[config.mk]
export PLATFORM = sky130hd
export DESIGN_NAME = drop_scheduler
export DESIGN_NICKNAME = d
export VERILOG_FILES = /design/src/rtl/drop_scheduler.sv
export SDC_FILE = /design/constraint.sdc
export NUM_CORES = 1
export LEC_CHECK = 0
export CAP_MARGIN = 10
export CORE_ASPECT_RATIO = 2
export CORE_UTILIZATION = 55
export CTS_CLUSTER_DIAMETER = 60
export DETAILED_ROUTE_END_ITERATION = 8
export PLACE_DENSITY_LB_ADDON = 0.2
export SYNTH_ARGS = -nofsm -noshare
export SYNTH_HDL_FRONTEND = slang
export SYNTH_SLANG_ARGS = --single-unit
[constraint.sdc]
create_clock -name clock -period 11.9 [get_ports clock]
set_clock_uncertainty 0.1 [all_clocks]
set_input_delay 1.19 -clock clock [delete_from_list [all_inputs] [get_ports clock]]
set_output_delay 1.19 -clock clock [all_outputs]
set_load 0.01 [all_outputs]
[src/rtl/drop_scheduler.sv]
// drop_scheduler: central timing controller for the three falling-letter columns.
//   Produces round-robin step pulses on a level-dependent tick, sequences column
//   spawns with a one-outstanding req/ack handshake, ramps the speed level from
//   the score, and freezes play on pause (enable low) or game over.
// Ports:
//   clock        in   system clock
//   reset_signal in   synchronous active-high reset
//   enable       in   game running; low pauses play
//   score[7:0]   in   current score (unsigned)
//   game_over[2:0] in per-column letter reached bottom
//   correct[2:0] in   one-cycle pulse, column letter matched
//   spawn_ack[2:0] in one-cycle pulse, column loaded a new letter
//   step[2:0]    out  one-cycle pulse, advance column ypos
//   spawn_req[2:0] out one-hot request for a column to load a letter
//   active[2:0]  out  column holds a falling letter
//   level[3:0]   out  current speed level
//   halted       out  high in HALT
module drop_scheduler #(
  parameter int unsigned BASE_PERIOD = 25000000,
  parameter int unsigned MIN_PERIOD  = 2500000,
  parameter int unsigned PERIOD_STEP = 1500000,
  parameter int unsigned LEVEL_SCORE = 10,
  parameter int unsigned MAX_LEVEL   = 15,
  parameter int unsigned SPAWN_GAP   = 4
) (
  input  logic       clock,
  input  logic       reset_signal,
  input  logic       enable,
  input  logic [7:0] score,
  input  logic [2:0] game_over,
  input  logic [2:0] correct,
  input  logic [2:0] spawn_ack,
  output logic [2:0] step,
  output logic [2:0] spawn_req,
  output logic [2:0] active,
  output logic [3:0] level,
  output logic       halted
);
  localparam int unsigned GW = (SPAWN_GAP < 1) ? 1 : $clog2(SPAWN_GAP + 1);

  typedef enum logic [1:0] {IDLE, RUN, PAUSE, HALT} state_e;

  state_e          state_q, state_d;
  logic [31:0]     tick_cnt_q, tick_cnt_d;
  logic [31:0]     period_q, period_d;
  logic [1:0]      rr_ptr_q, rr_ptr_d;
  logic [GW-1:0]   gap_cnt_q, gap_cnt_d;
  logic [3:0]      level_q, level_d;
  logic [2:0]      step_q, step_d;
  logic [2:0]      req_q, req_d;
  logic [2:0]      active_q, active_d;
  logic            halted_q, halted_d;

  logic            playing, go, tick, acked;
  logic [31:0]     dec, lvl_thresh;
  logic [2:0]      free_col;

  always_comb begin
    // Period is recomputed every cycle from the registered level; the counter
    // compares against it with >=, so a shrink below the count ticks at once.
    dec        = 32'(level_q) * PERIOD_STEP;
    period_d   = (dec + MIN_PERIOD > BASE_PERIOD) ? MIN_PERIOD : BASE_PERIOD - dec;
    lvl_thresh = (32'(level_q) + 32'd1) * LEVEL_SCORE;

    playing = (state_q == RUN) || (state_q == PAUSE);
    go      = playing && (|game_over);
    tick    = (state_q == RUN) && (tick_cnt_q >= period_q - 32'd1);
    acked   = playing && !go && (|(spawn_ack & req_q));

    // Lowest-index inactive column, one-hot.
    if (!active_q[0])      free_col = 3'b001;
    else if (!active_q[1]) free_col = 3'b010;
    else if (!active_q[2]) free_col = 3'b100;
    else                   free_col = 3'b000;

    state_d    = state_q;
    tick_cnt_d = tick_cnt_q;
    rr_ptr_d   = rr_ptr_q;
    gap_cnt_d  = gap_cnt_q;
    level_d    = level_q;
    step_d     = 3'b000;
    req_d      = req_q;
    active_d   = active_q;

    case (state_q)
      IDLE: if (enable) state_d = RUN;
      RUN, PAUSE: begin
        if (go) begin
          // Game over wins over everything else in the cycle.
          state_d = HALT;
          req_d   = 3'b000;
        end else begin
          if (state_q == RUN) begin
            if (!enable) state_d = PAUSE;
            if (level_q < 4'(MAX_LEVEL) && 32'(score) >= lvl_thresh)
              level_d = level_q + 4'd1;
            if (tick) begin
              tick_cnt_d = 32'd0;
              step_d     = 3'(3'b001 << rr_ptr_q) & active_q & ~correct;
              rr_ptr_d   = (rr_ptr_q == 2'd2) ? 2'd0 : rr_ptr_q + 2'd1;
              if (gap_cnt_q != GW'(SPAWN_GAP)) gap_cnt_d = gap_cnt_q + 1'b1;
            end else begin
              tick_cnt_d = tick_cnt_q + 32'd1;
            end
            if (gap_cnt_q == GW'(SPAWN_GAP) && req_q == 3'b000)
              req_d = free_col;
          end else if (enable) begin
            state_d = RUN;
          end
          active_d = active_q & ~correct;
          if (acked) begin
            active_d  = active_d | req_q;
            req_d     = 3'b000;
            gap_cnt_d = '0;
          end
        end
      end
      default: req_d = 3'b000;  // HALT
    endcase

    halted_d = (state_d == HALT);
  end

  always_ff @(posedge clock) begin
    if (reset_signal) begin
      state_q    <= IDLE;
      tick_cnt_q <= 32'd0;
      period_q   <= BASE_PERIOD;
      rr_ptr_q   <= 2'd0;
      gap_cnt_q  <= GW'(SPAWN_GAP);  // first spawn is immediate
      level_q    <= 4'd0;
      step_q     <= 3'b000;
      req_q      <= 3'b000;
      active_q   <= 3'b000;
      halted_q   <= 1'b0;
    end else begin
      state_q    <= state_d;
      tick_cnt_q <= tick_cnt_d;
      period_q   <= period_d;
      rr_ptr_q   <= rr_ptr_d;
      gap_cnt_q  <= gap_cnt_d;
      level_q    <= level_d;
      step_q     <= step_d;
      req_q      <= req_d;
      active_q   <= active_d;
      halted_q   <= halted_d;
    end
  end

  assign step      = step_q;
  assign spawn_req = req_q;
  assign active    = active_q;
  assign level     = level_q;
  assign halted    = halted_q;
endmodule

==> out/summary.txt <==
Worst reg2reg path depth: 13
Crit end category: flip-flop
Synth Warn #: 0
Final Critical Period: 5.02 ns
DRC: 0
Crit. Startpoint: level[0]
Slew @ Worst Pin: 0.997 ns
Grt ovf: 0
Crit path required time: 12.02 ns
Htree depth: 3
# IOs: 34
Final ANT Viol Nets: 0
Met1 usage: 23.7%
Largest net degree at the start of global routing: 43
Post-Syn Nets: 859
I/O Buffers: 33
Initial antenna violation count: 0
Worst Hold Class: flip-flop to flip-flop
Setup bufs post-CTS: 0
RSZ-0062 raised after global routing: false
Sink Count: 74
Die Ht: 153 microns
Crit path DAT: 5.14 ns
Register area: 1480 sq um
Hold endpoint: tick_cnt_q[1]
Post-Route WL: 16.6 mm
Power per cell area: 93.1 nW/um^2
Worst setup path class: flip-flop to flip-flop
Yosys cell types: 79
Synth async-reset ratio: 0%
Dpl hpwl: 13.8 mm
GRT busiest layer: met2
Root buffer cell: clkbuf_16
Seq cells post-synth: 74
FF-to-FF End: period_q[11]
First-pass GRT wire length: 27.2 mm
Max-cap violations: 0
Final Power: 653 uW
Vias per std cell: 6.14
CP Max Fanout: 13
Post-place setup slack: 6.90 ns
Fin crit share: 42.2%
Clk_lat worst skew: 0.35 ns
DR pass1 iterations: 5
Setup ws final: 6.88 ns
Hold Path Origin: tick_cnt_q[1]
Max clock buf depth: 2
GP Congestion: 0.922
GRT Total Usage: 29.3%
Slew Viols, Final: 0
Final hold violation count: 0
Fill count: 1,015
Peak Freq: 199 MHz
Sum Neg Setup Slack: 0 ns
Synth Cell Area: 6300 sq um
Startpoint class of the critical path: flip-flop
Final setup vio count: 0
Cells after DPL: 910
# resized after CTS: 0
Worst vdd rail ir drop: 0.0000850 V
Rel. slew slack: 33.6%
Share of layout cells above drive strength 1: 5.87%
CTS buffer count: 9
Leakage: 2.98 nW
Starting Density: 56.2%
CTS Hold Bufs: 0
Vias: 5,689
Syn avg cell area: 8.34 sq um
Final Non-Filler Cells: 926
Met3 usage: 3.16%
CTS tree: yes
Nets: 882
Top FF cell, synth: dfxtp_1
Die X: 77.7 microns
Post-synth EDFFs: 0
Site Rows: 55
Hold depth: 2
Footprint of the multi-input gates: 4590 sq um
Reg2reg setup slack: 6.88 ns
Core Box Area: 11,200 sq um
Area Overhead vs Synth: 11.3%
Post-synthesis sequential area ratio: 23.5%
Die area: 11,900 sq um
Number of global-route vias before repair: 5,952
Status: finished clean
Antenna cells: 0
DRT iter0 DRCs: 203
Met2 usage: 60.7%
Cells after Synth: 756
Hold_ws: 0.388 ns
Reg-to-reg startpoint: level[0]
Reg clk slew, reported paths: 0.07 ns
Avg WL per Cell: 17.9 microns
[placed cells by master (no fill, tap or decap), types with 11 or more instances in the layout]
cell type / count
ha_1: 78
nor2_1: 75
dfxtp_1: 74
xnor2_1: 48
nand2_1: 46
xor2_1: 40
a21oi_1: 40
inv_1: 35
clkdlybuf4s50_1: 33
nand3_1: 31
a21o_1: 22
nor3_1: 18
o21ai_0: 18
a31oi_1: 17
nand4_1: 15
and3_1: 12
o211ai_1: 11
o21a_1: 11
[Yosys cell counts (3+ instances only)]
library cell  count  area share, %
nor4_1            7           0.69
and3_1           12            1.2
nor2b_1           7           0.69
a21oi_1          40            3.2
nand2_1          46            2.7
nand2b_1          9           0.89
nand4_1          15            1.5
a21o_1           22            2.6
dfxtp_1          74             24
clkbuf_1         15           0.89
nor3b_1           3           0.36
o31a_1            3           0.42
and2_1            4           0.40
o2111ai_1         4           0.56
nor2_1           75            4.5
o211ai_1         11            1.3
or4_1             3           0.36
nand3_1          31            2.5
a22oi_1           4           0.48
a2111oi_0         3           0.42
o221ai_1          4           0.56
and4_1            3           0.42
nand3b_1          3           0.36
nor3_1           18            1.4
a211oi_1          9            1.1
xor2_1           40            5.6
xnor2_1          48            6.7
o21a_1           11            1.3
buf_2             3           0.24
o21ai_0          18            1.4
fa_1              5            1.6
inv_1            35            2.1
or3_1             5           0.50
or2_2             4           0.40
nand4b_1          3           0.42
o21ai_1           9           0.71
ha_1             78             15
a31oi_1          17            1.7
a31o_2            8            1.1
[logic make-up (layout without fill, tap and decap cells)]
family / Yosys count / count (layout) / share of synthesized area (%)
adder cells (fa/ha/maj): 84 / 84 / 17.2
XOR/XNOR: 90 / 90 / 12.8
AO/OA/AOI/OAI: 184 / 184 / 20.7
buffers and inverters: 58 / 86 / 3.69
AND/OR/NAND/NOR: 264 / 264 / 21.7
flip-flops: 74 / 74 / 23.5
multiplexers: 2 / 2 / 0.318
[worst max-delay path by stage]
stage,end,cells past startpoint,slack [ns]
global route,period_q[12],13,6.49
detailed placement,period_q[18],13,6.90
finish,period_q[11],13,6.88
floorplan,period_q[11],16,7.57
global placement,period_q[18],13,6.88
CTS,period_q[18],13,6.87
[flip-flops by register name, summed over array words and instances, names as in the netlist]
name	count
rr_ptr_q	2
spawn_req	3
tick_cnt_q	32
gap_cnt_q	3
period_q	21
state_q	2
level	4
step	3
halted	1
active	3
[critical path, stage by stage (launching register included)]
cell	delay, ns
dfxtp_1	0.70
inv_1	0.33
fa_1	0.47
inv_1	0.08
ha_1	0.30
and3b_2	0.28
o221ai_1	0.44
o21ai_1	0.25
o221ai_1	0.37
xnor2_1	0.27
o21ai_0	0.21
or4_1	0.71
a31oi_1	0.25
o21ai_0	0.11
[where the power goes]
| part | leakage [nW] | total [mW] | switching [mW] | internal [mW] |
|---|---|---|---|---|
| clock | 0.145 | 0.267 | 0.120 | 0.147 |
| sequential | 0.597 | 0.263 | 0.00837 | 0.255 |
| combinational | 2.24 | 0.122 | 0.0680 | 0.0544 |
[stage by stage]
step,cell area [sq um],utilization [%]
detailed placement,6720,59.9
finish,7010,62.5
global placement,6720,59.9
global route,7010,62.5
floorplan,6300,-
CTS,7010,62.5
[metal layers]
layer | part of all wire [%] | up-vias
li1 | - | 2799
met1 | 32 | 2689
met2 | 59 | 137
met3 | 2.0 | 64
met4 | 6.6 | 0
met5 | 0 | -
[area by class of cell]
class,instances,share of cell area [%]
clock buffer,9,3.21
inverter,36,1.93
multi-input combinational,624,65.4
tap,142,2.53
sequential,74,21.1
timing repair buffer,34,4.82
clock inverter,7,0.946
Note: power is estimated with default switching activity, not from simulation.
